--- config.mk ---
export PLATFORM = sky130hd
export DESIGN_NAME = mem_stage_flat
export DESIGN_NICKNAME = d
export VERILOG_FILES = /design/src/rtl/mem_pkg.sv /design/src/rtl/mem_stage_if.sv /design/src/rtl/mem_timeout_ctr.sv /design/src/rtl/mem_stage.sv /design/src/flat_wrapper.sv
export SDC_FILE = /design/constraint.sdc
export NUM_CORES = 1
export LEC_CHECK = 0
export CAP_MARGIN = 20
export CORE_UTILIZATION = 45
export DETAILED_ROUTE_END_ITERATION = 7
export GPL_TIMING_DRIVEN = 0
export PLACE_DENSITY = 0.87
export SLEW_MARGIN = 20
export SYNTH_ARGS = -nofsm -noshare
export SYNTH_HDL_FRONTEND = slang
export SYNTH_SLANG_ARGS = --single-unit
export TNS_END_PERCENT = 30
--- constraint.sdc ---
create_clock -name clk -period 4.8 [get_ports clk]
set_input_delay 0.96 -clock clk [delete_from_list [all_inputs] [get_ports clk]]
set_output_delay 0.96 -clock clk [all_outputs]
set_load 0.05 [all_outputs]
--- src/rtl/mem_pkg.sv ---
// Shared types and defaults for the memory-access stage.
// Consumed by mem_stage_if and mem_stage.
package mem_pkg;

    localparam int DATA_W_DEF = 16;
    localparam int ADDR_W_DEF = 16;
    localparam int RF_AW      = 4;

    typedef enum logic [1:0] {
        IDLE,
        REQ,
        WAIT,
        DONE
    } state_t;

endpackage

--- src/rtl/mem_stage_if.sv ---
// Handshaked data-memory bus between the memory stage (master) and the data memory (slave).
// A request is held on req/we/addr/wdata until ready; read data returns later with rvalid.
interface mem_stage_if
    import mem_pkg::*;
#(
    parameter int DATA_W = DATA_W_DEF,
    parameter int ADDR_W = ADDR_W_DEF
) ();

    logic              req;
    logic              we;
    logic [ADDR_W-1:0] addr;
    logic [DATA_W-1:0] wdata;
    logic              ready;
    logic              rvalid;
    logic [DATA_W-1:0] rdata;

    modport master (
        output req, we, addr, wdata,
        input  ready, rvalid, rdata
    );

    modport slave (
        input  req, we, addr, wdata,
        output ready, rvalid, rdata
    );

endinterface

--- src/rtl/mem_timeout_ctr.sv ---
// Watchdog for an in-flight memory access: cleared when a request is issued,
// counts every enabled cycle and flags the cycle in which the limit is reached.
module mem_timeout_ctr #(
    parameter int TIMEOUT_CYCLES = 255
) (
    input  logic clk,
    input  logic rst,
    input  logic i_clear,
    input  logic i_en,
    output logic o_expired
);

    localparam int CNT_W = $clog2(TIMEOUT_CYCLES + 1);

    logic [CNT_W-1:0] r_count;

    always_ff @(posedge clk) begin
        if (rst || i_clear) begin
            r_count <= '0;
        end else if (i_en) begin
            r_count <= r_count + CNT_W'(1);
        end
    end

    // Expiry is flagged in the cycle whose increment would reach the limit.
    assign o_expired = i_en && (r_count == CNT_W'(TIMEOUT_CYCLES - 1));

endmodule

--- src/rtl/mem_stage.sv ---
// Memory-access stage: one outstanding data-memory request, stalls upstream while busy,
// drives register-file writeback. Define MEM_TIMEOUT_EN to add the watchdog and o_mem_err.
module mem_stage
    import mem_pkg::*;
#(
    parameter int DATA_W = DATA_W_DEF,
    parameter int ADDR_W = ADDR_W_DEF
`ifdef MEM_TIMEOUT_EN
    ,
    parameter int TIMEOUT_CYCLES = 255
`endif
) (
    input  logic              clk,
    input  logic              rst,
    input  logic              i_ex_valid,
    input  logic [DATA_W-1:0] i_ex_dst,
    input  logic [DATA_W-1:0] i_ex_sdata,
    input  logic              i_ex_mem_re,
    input  logic              i_ex_mem_we,
    input  logic              i_ex_rf_we,
    input  logic [RF_AW-1:0]  i_ex_rf_addr,
    output logic              o_stall,
    mem_stage_if.master       dm,
    output logic              o_wb_we,
    output logic [RF_AW-1:0]  o_wb_addr,
    output logic [DATA_W-1:0] o_wb_data,
    output logic              o_busy
`ifdef MEM_TIMEOUT_EN
    ,
    output logic              o_mem_err
`endif
);

    state_t            r_state;
    state_t            w_next_state;
    logic              w_mem_op;
    logic              w_issue;
    logic              w_expired;
    logic              r_dm_we;
    logic [ADDR_W-1:0] r_dm_addr;
    logic [DATA_W-1:0] r_dm_wdata;
    logic              r_rf_we;
    logic [RF_AW-1:0]  r_rf_addr;
    logic              r_wb_we;
    logic [RF_AW-1:0]  r_wb_addr;
    logic [DATA_W-1:0] r_wb_data;

    assign w_mem_op = i_ex_mem_re | i_ex_mem_we;
    assign w_issue  = i_ex_valid & w_mem_op;

`ifdef MEM_TIMEOUT_EN
    logic w_to_hit;
    logic r_mem_err;

    mem_timeout_ctr #(
        .TIMEOUT_CYCLES(TIMEOUT_CYCLES)
    ) u_timeout (
        .clk      (clk),
        .rst      (rst),
        .i_clear  ((r_state == IDLE) && w_issue),
        .i_en     ((r_state == REQ) || (r_state == WAIT)),
        .o_expired(w_expired)
    );

    // A legitimate acceptance or return in the same cycle wins over the timeout.
    assign w_to_hit = w_expired && (((r_state == REQ) && !dm.ready) ||
                                    ((r_state == WAIT) && !dm.rvalid));

    always_ff @(posedge clk) begin
        if (rst) begin
            r_mem_err <= 1'b0;
        end else begin
            r_mem_err <= w_to_hit;
        end
    end

    assign o_mem_err = r_mem_err;
`else
    assign w_expired = 1'b0;
`endif

    always_comb begin
        w_next_state = r_state;
        case (r_state)
            IDLE: if (w_issue) w_next_state = REQ;
            REQ: begin
                if (dm.ready) begin
                    w_next_state = r_dm_we ? DONE : WAIT;
                end else if (w_expired) begin
                    w_next_state = DONE;
                end
            end
            WAIT: if (dm.rvalid || w_expired) w_next_state = DONE;
            DONE: w_next_state = IDLE;
            default: w_next_state = IDLE;
        endcase
    end

    always_ff @(posedge clk) begin
        if (rst) begin
            r_state    <= IDLE;
            r_dm_we    <= 1'b0;
            r_dm_addr  <= '0;
            r_dm_wdata <= '0;
            r_rf_we    <= 1'b0;
            r_rf_addr  <= '0;
            r_wb_we    <= 1'b0;
            r_wb_addr  <= '0;
            r_wb_data  <= '0;
        end else begin
            r_state <= w_next_state;
            r_wb_we <= 1'b0;
            case (r_state)
                IDLE: begin
                    if (i_ex_valid && !w_mem_op) begin
                        r_wb_we   <= i_ex_rf_we;
                        r_wb_addr <= i_ex_rf_addr;
                        r_wb_data <= i_ex_dst;
                    end else if (w_issue) begin
                        // A combined load+store is executed as a store and never writes back.
                        r_dm_addr  <= i_ex_dst[ADDR_W-1:0];
                        r_dm_wdata <= i_ex_sdata;
                        r_dm_we    <= i_ex_mem_we;
                        r_rf_we    <= i_ex_rf_we & ~i_ex_mem_we;
                        r_rf_addr  <= i_ex_rf_addr;
                    end
                end
                WAIT: begin
                    if (dm.rvalid) begin
                        r_wb_we   <= r_rf_we;
                        r_wb_addr <= r_rf_addr;
                        r_wb_data <= dm.rdata;
                    end
                end
                default: ;
            endcase
        end
    end

    assign dm.req   = (r_state == REQ);
    assign dm.we    = r_dm_we;
    assign dm.addr  = r_dm_addr;
    assign dm.wdata = r_dm_wdata;

    assign o_stall   = w_issue && (r_state != DONE);
    assign o_busy    = (r_state != IDLE);
    assign o_wb_we   = r_wb_we;
    assign o_wb_addr = r_wb_addr;
    assign o_wb_data = r_wb_data;

endmodule
--- src/flat_wrapper.sv ---
// flat-port wrapper written by rule: the top's interface ports become plain ports
module mem_stage_flat import mem_pkg::*;
#(
    parameter int DATA_W = DATA_W_DEF,
    parameter int ADDR_W = ADDR_W_DEF

)
  (clk, rst, i_ex_valid, i_ex_dst, i_ex_sdata, i_ex_mem_re, i_ex_mem_we, i_ex_rf_we, i_ex_rf_addr, o_stall, o_wb_we, o_wb_addr, o_wb_data, o_busy, dm_req, dm_we, dm_addr, dm_wdata, dm_ready, dm_rvalid, dm_rdata);
  mem_stage_if #(.DATA_W(DATA_W), .ADDR_W(ADDR_W)) dm_i ();
  input  logic clk;
  input  logic rst;
  input  logic i_ex_valid;
  input  logic [DATA_W-1:0] i_ex_dst;
  input  logic [DATA_W-1:0] i_ex_sdata;
  input  logic i_ex_mem_re;
  input  logic i_ex_mem_we;
  input  logic i_ex_rf_we;
  input  logic [RF_AW-1:0] i_ex_rf_addr;
  output logic o_stall;
  output logic o_wb_we;
  output logic [RF_AW-1:0] o_wb_addr;
  output logic [DATA_W-1:0] o_wb_data;
  output logic o_busy;
  output wire logic [$bits(dm_i.req)-1:0] dm_req;
  output wire logic [$bits(dm_i.we)-1:0] dm_we;
  output wire logic [$bits(dm_i.addr)-1:0] dm_addr;
  output wire logic [$bits(dm_i.wdata)-1:0] dm_wdata;
  input wire logic [$bits(dm_i.ready)-1:0] dm_ready;
  input wire logic [$bits(dm_i.rvalid)-1:0] dm_rvalid;
  input wire logic [$bits(dm_i.rdata)-1:0] dm_rdata;
  assign dm_req = dm_i.req;
  assign dm_we = dm_i.we;
  assign dm_addr = dm_i.addr;
  assign dm_wdata = dm_i.wdata;
  assign dm_i.ready = dm_ready;
  assign dm_i.rvalid = dm_rvalid;
  assign dm_i.rdata = dm_rdata;
  mem_stage #(.DATA_W(DATA_W), .ADDR_W(ADDR_W)) u_core (.clk(clk), .rst(rst), .i_ex_valid(i_ex_valid), .i_ex_dst(i_ex_dst), .i_ex_sdata(i_ex_sdata), .i_ex_mem_re(i_ex_mem_re), .i_ex_mem_we(i_ex_mem_we), .i_ex_rf_we(i_ex_rf_we), .i_ex_rf_addr(i_ex_rf_addr), .o_stall(o_stall), .dm(dm_i), .o_wb_we(o_wb_we), .o_wb_addr(o_wb_addr), .o_wb_data(o_wb_data), .o_busy(o_busy));
endmodule
Yosys cells after proc, flatten, opt, wreduce, memory -nomap -nowiden
Index checks and enable logic that the tools add are counted.

word-level totals
  logic and storage cells = 45
  input bits = 60
  register bits after elaboration = 61
  output and inout bits = 57

operators by class
  equality and inequality tests = 8
  mux-type cells = 14
  reductions and logical operators = 9
  bitwise operators = 5

operators with widths
  kind                                                                   count
  16-bit 2-to-1 mux                                                      2
  16-bit one-hot mux with 2 select lines                                 1
  3-bit AND reduction                                                    3
  4-bit 2-to-1 mux                                                       2
  2-bit one-hot mux with 4 select lines                                  1
  4-bit one-hot mux with 2 select lines                                  1
  2-bit 2-to-1 mux                                                       3
  2-bit by 1-bit != test with 1-bit output, second input constant        3
  2-bit equality test, second input constant                             2
  2-bit != test, second input constant                                   2
  2-bit nonzero test                                                     2
  1-bit 2-to-1 mux                                                       3
  1-bit AND                                                              2
  2-bit by 1-bit equality test with 1-bit output, second input constant  1
  1-bit logical AND                                                      2
  2-bit zero test                                                        1
  1-bit NOT                                                              2
  1-bit one-hot mux with 2 select lines                                  1
  1-bit zero test                                                        1
  1-bit bitwise OR                                                       1

Longest topological paths before layout
  depth in word-level cells = 5
  gate-level depth with buffers = 7
  depth with buffers taken out = 5

Least setup slack after synthesis
OpenSTA, ideal clock, no wires.

  path kind = input port to output port
  start point = input i_ex_mem_we
  end point = output o_stall
  slack = 2133 ps
  data required time = 3840 ps
  stages on the path = 2
  path buffers = 0
  data arrival time = 1707 ps
  cells stage by stage = o21ai_0 nor2_1

between the ends
  cells in the longest elaborated chain, start to end = 3

RTL lines
  what                RTL line            source
  start: declaration  flat_wrapper.sv:16  input logic i_ex_mem_we;
  1-bit bitwise OR    mem_stage.sv:48     assign w_mem_op = i_ex_mem_re | i_ex_mem_we;
  1-bit AND           mem_stage.sv:49     assign w_issue = i_ex_valid & w_mem_op;
  1-bit logical AND   mem_stage.sv:145    assign o_stall = w_issue && (r_state != DONE);
  end: declaration    flat_wrapper.sv:19  output logic o_stall;

Every way passes these cells.

Worst setup path in the final report
Ends and elaborated chain as after synthesis.

==> out/results.txt <==
Via count of the first global-routing pass - 2,474
Slowest library cell on the worst path - clkdlybuf4s50_1
Detailed-routing iteration count for the pre-antenna-repair pass - 4
Largest delay contributor family on the critical path - buffers and inverters
Peak supply drop - 0.362 mV
Post-synthesis instance total - 306
Routed wire per std cell - 14.0 um
Cts hold-fix bufs - 0
Total Die Area - 6060 um2
Vias - 2,548
Reported leakage power - 1.61 nW
Cell at the root of the clock tree - clkbuf_8
Die Ht - 77.8 um
Element type at the critical path start - input port
Worst-path maximum fanout - 6
Number of fill cells - 446
Max-capacitance violation count - 0
Diodes inserted - 0
Slew at the pin closest to its max-slew limit - 0.543 ns
Setup TNS Final - 0 ns
Outcome - completed
Maximum clock insertion buffer count - 2
Final critical delay including setup and external delays - 3.59 ns
Number of buffers inserted by port buffering - 116
Fraction of layout instances using a drive strength above 1 - 0.0984
Most repeated library cell on the critical path - clkdlybuf4s50_1
Synth warnings - 0
Tightest slew margin relative to the limit - 0.637
Synthesis-stage register bit count - 61
Area of all sequential standard cells - 1220 um2
Tcrit/Tclk final - 0.748
Final total power - 2.36 mW
Tightest Hold Check Type - flop to flop
Sequential element share of the synthesized area - 0.472
Category of the critical setup timing path - input port to output port
Wire length of the first global-routing pass - 11,500 um
Synthesized area divided by synthesized cell count - 8.46 um2
Standard cell core area - 5540 um2
Number of nets in the layout - 498
Max Clk Rate - 279 MHz
Placed Cells - 494
DP Wirelength - 5030 um
Number of library cell types mapped by synthesis - 25
Max-slew violation count - 0
Insertion delay of the later-clocked pin in the worst-skew pair - 0.33 ns
Worst reg-to-reg path cell count - 7
Category of the worst setup path capture point - output port
Final estimated routing congestion in global placement - 0.752
H-tree level count - 3
CTS tree - done
Core Util, Final - 0.726
Antenna violations before repair - 0
Worst slack on hold paths - 0.455 ns
Area overhead of the layout relative to synthesis - 55.5%
Placement Rows - 27
Post-synthesis cell area - 2590 um2
Number of antenna-violating nets in the routed design - 0
Vias per Instance - 5.01
Syn_nets - 371
Sinks on Clock Net - 61
Power Dens Cells - 587 nW/um2
Total track usage - 0.244
Unrepaired setup endpoints after global routing - false
Final setup skew - 0.00979 ns
Stages on the worst setup path - 4
WHS Path Cells - 2
Final number of setup-violating endpoints - 0
Register-to-register setup slack - 2.81 ns
Count of non-filler cells in the finished layout - 509
Maximum number of pins on one net before global-route repair - 11
TritonCTS buffer count - 9
Critical-path cell list - clkdlybuf4s50_1, o21ai_0, nor2_1, clkdlybuf4s50_1
I/O pin cnt - 117
WP data required - 3.84 ns
Buffers plus inverters on the worst setup path - 2
Detailed-route wire length - 7130 um
Area of the multi-input gates - 1250 um2
Postcts setup bufs - 0
WP data arrival - 2.63 ns
Initial cell density of the core - 0.467
Post-route DRC violation count - 0
Floorplan die width - 77.8 um
Fin. Hold Viols - 0
CTS resizes - 0
Stage delay of the slowest cell on the critical path - 0.81 ns
Initial drt markers - 135
Total grt overflow - 0
Clock Pin Slew Worst Setup and Hold Paths - 0.06 ns
-- cell families (layout without fill, tap and decap cells) --
family,count (synthesis),after routing,synth area share
AO/OA/AOI/OAI,45,45,0.0938
adder cells (fa/ha/maj),5,5,0.0242
buffers and inverters,25,156,0.0445
flip-flops,61,61,0.472
multiplexers,42,42,0.172
AND/OR/NAND/NOR,128,128,0.193
-- cell usage in the layout, fill, tap and decap left out, types with 4 or more instances in the layout --
| master | count |
|---|---|
| a21oi_1 | 38 |
| mux2i_1 | 22 |
| nand2_1 | 119 |
| mux2_2 | 20 |
| clkbuf_1 | 11 |
| clkdlybuf4s50_1 | 116 |
| inv_1 | 4 |
| dfxtp_1 | 61 |
| buf_2 | 5 |
| ha_1 | 5 |
| clkbuf_8 | 12 |
-- per-stage QoR --
step                      cell area (um2)  setup WS [ns]
final                                4020           1.21
after global routing                 4020           1.11
after CTS                            4020           1.22
after detailed placement             3840           1.25
after global placement               3840           1.25
after floorplan                      2590           2.13
-- power breakdown --
part           total [mW]  switching [mW]  internal (mW)
clock network       0.421           0.195          0.226
registers           0.703          0.0707          0.632
logic                1.24           0.771          0.466
total                2.36            1.04           1.32
-- layer usage --
metal  up-vias  global-route usage  part of all wire
li1       1256                   -                 -
met1      1201               0.289              0.43
met2        80               0.412              0.49
met3        11              0.0624             0.060
met4         0               0.111             0.016
met5         -                   0                 0
-- cell usage after synthesis (all sizes together) --
library cell | n | share of area
o21ai | 2 | 0.0039
o211ai | 1 | 0.0029
nand2 | 119 | 0.17
a211o | 1 | 0.0034
mux2 | 20 | 0.087
nand3b | 1 | 0.0029
o211a | 1 | 0.0039
or3b | 1 | 0.0034
ha | 5 | 0.024
a21oi | 38 | 0.074
inv | 5 | 0.0073
mux2i | 22 | 0.085
nor2 | 2 | 0.0029
and2 | 1 | 0.0024
and3 | 1 | 0.0024
nand3 | 1 | 0.0019
clkbuf | 11 | 0.016
nor2b | 2 | 0.0048
dfxtp | 61 | 0.47
o31ai | 1 | 0.0029
buf | 9 | 0.021
a221oi | 1 | 0.0034
-- tightest hold or removal path: stages (launching register included) --
cell,delay (ns)
dfxtp_1,0.31
nand2_1,0.05
a21oi_1,0.05
-- cell type report --
class / instances / share of cell area
buffer: 20 / 0.0239
clock buffer: 12 / 0.0410
clock inverter: 3 / 0.00498
inverter: 5 / 0.00466
multi-input combinational: 220 / 0.311
sequential: 61 / 0.303
tap: 72 / 0.0224
timing repair buffer: 116 / 0.289
-- flip-flops by register name, indices dropped and copies added (netlist names) --
| signal | cells |
|---|---|
| u_core.r_rf_addr | 4 |
| u_core.o_wb_addr | 4 |
| u_core.o_wb_we | 1 |
| u_core.o_wb_data | 16 |
| u_core.dm.wdata | 16 |
| u_core.r_rf_we | 1 |
| u_core.dm.addr | 16 |
| u_core.dm.we | 1 |
| u_core.r_state | 2 |
-- path summary, 6_finish.rpt --
kind | start | end
worst max-delay path | i_ex_mem_we | o_stall
worst min-delay path | u_core.dm.wdata[1] | u_core.dm.wdata[1]
worst max register to register | u_core.r_state[0] | u_core.dm.wdata[3]
worst min register to register | u_core.dm.wdata[1] | u_core.dm.wdata[1]
Power figures use the tool's default switching activity.
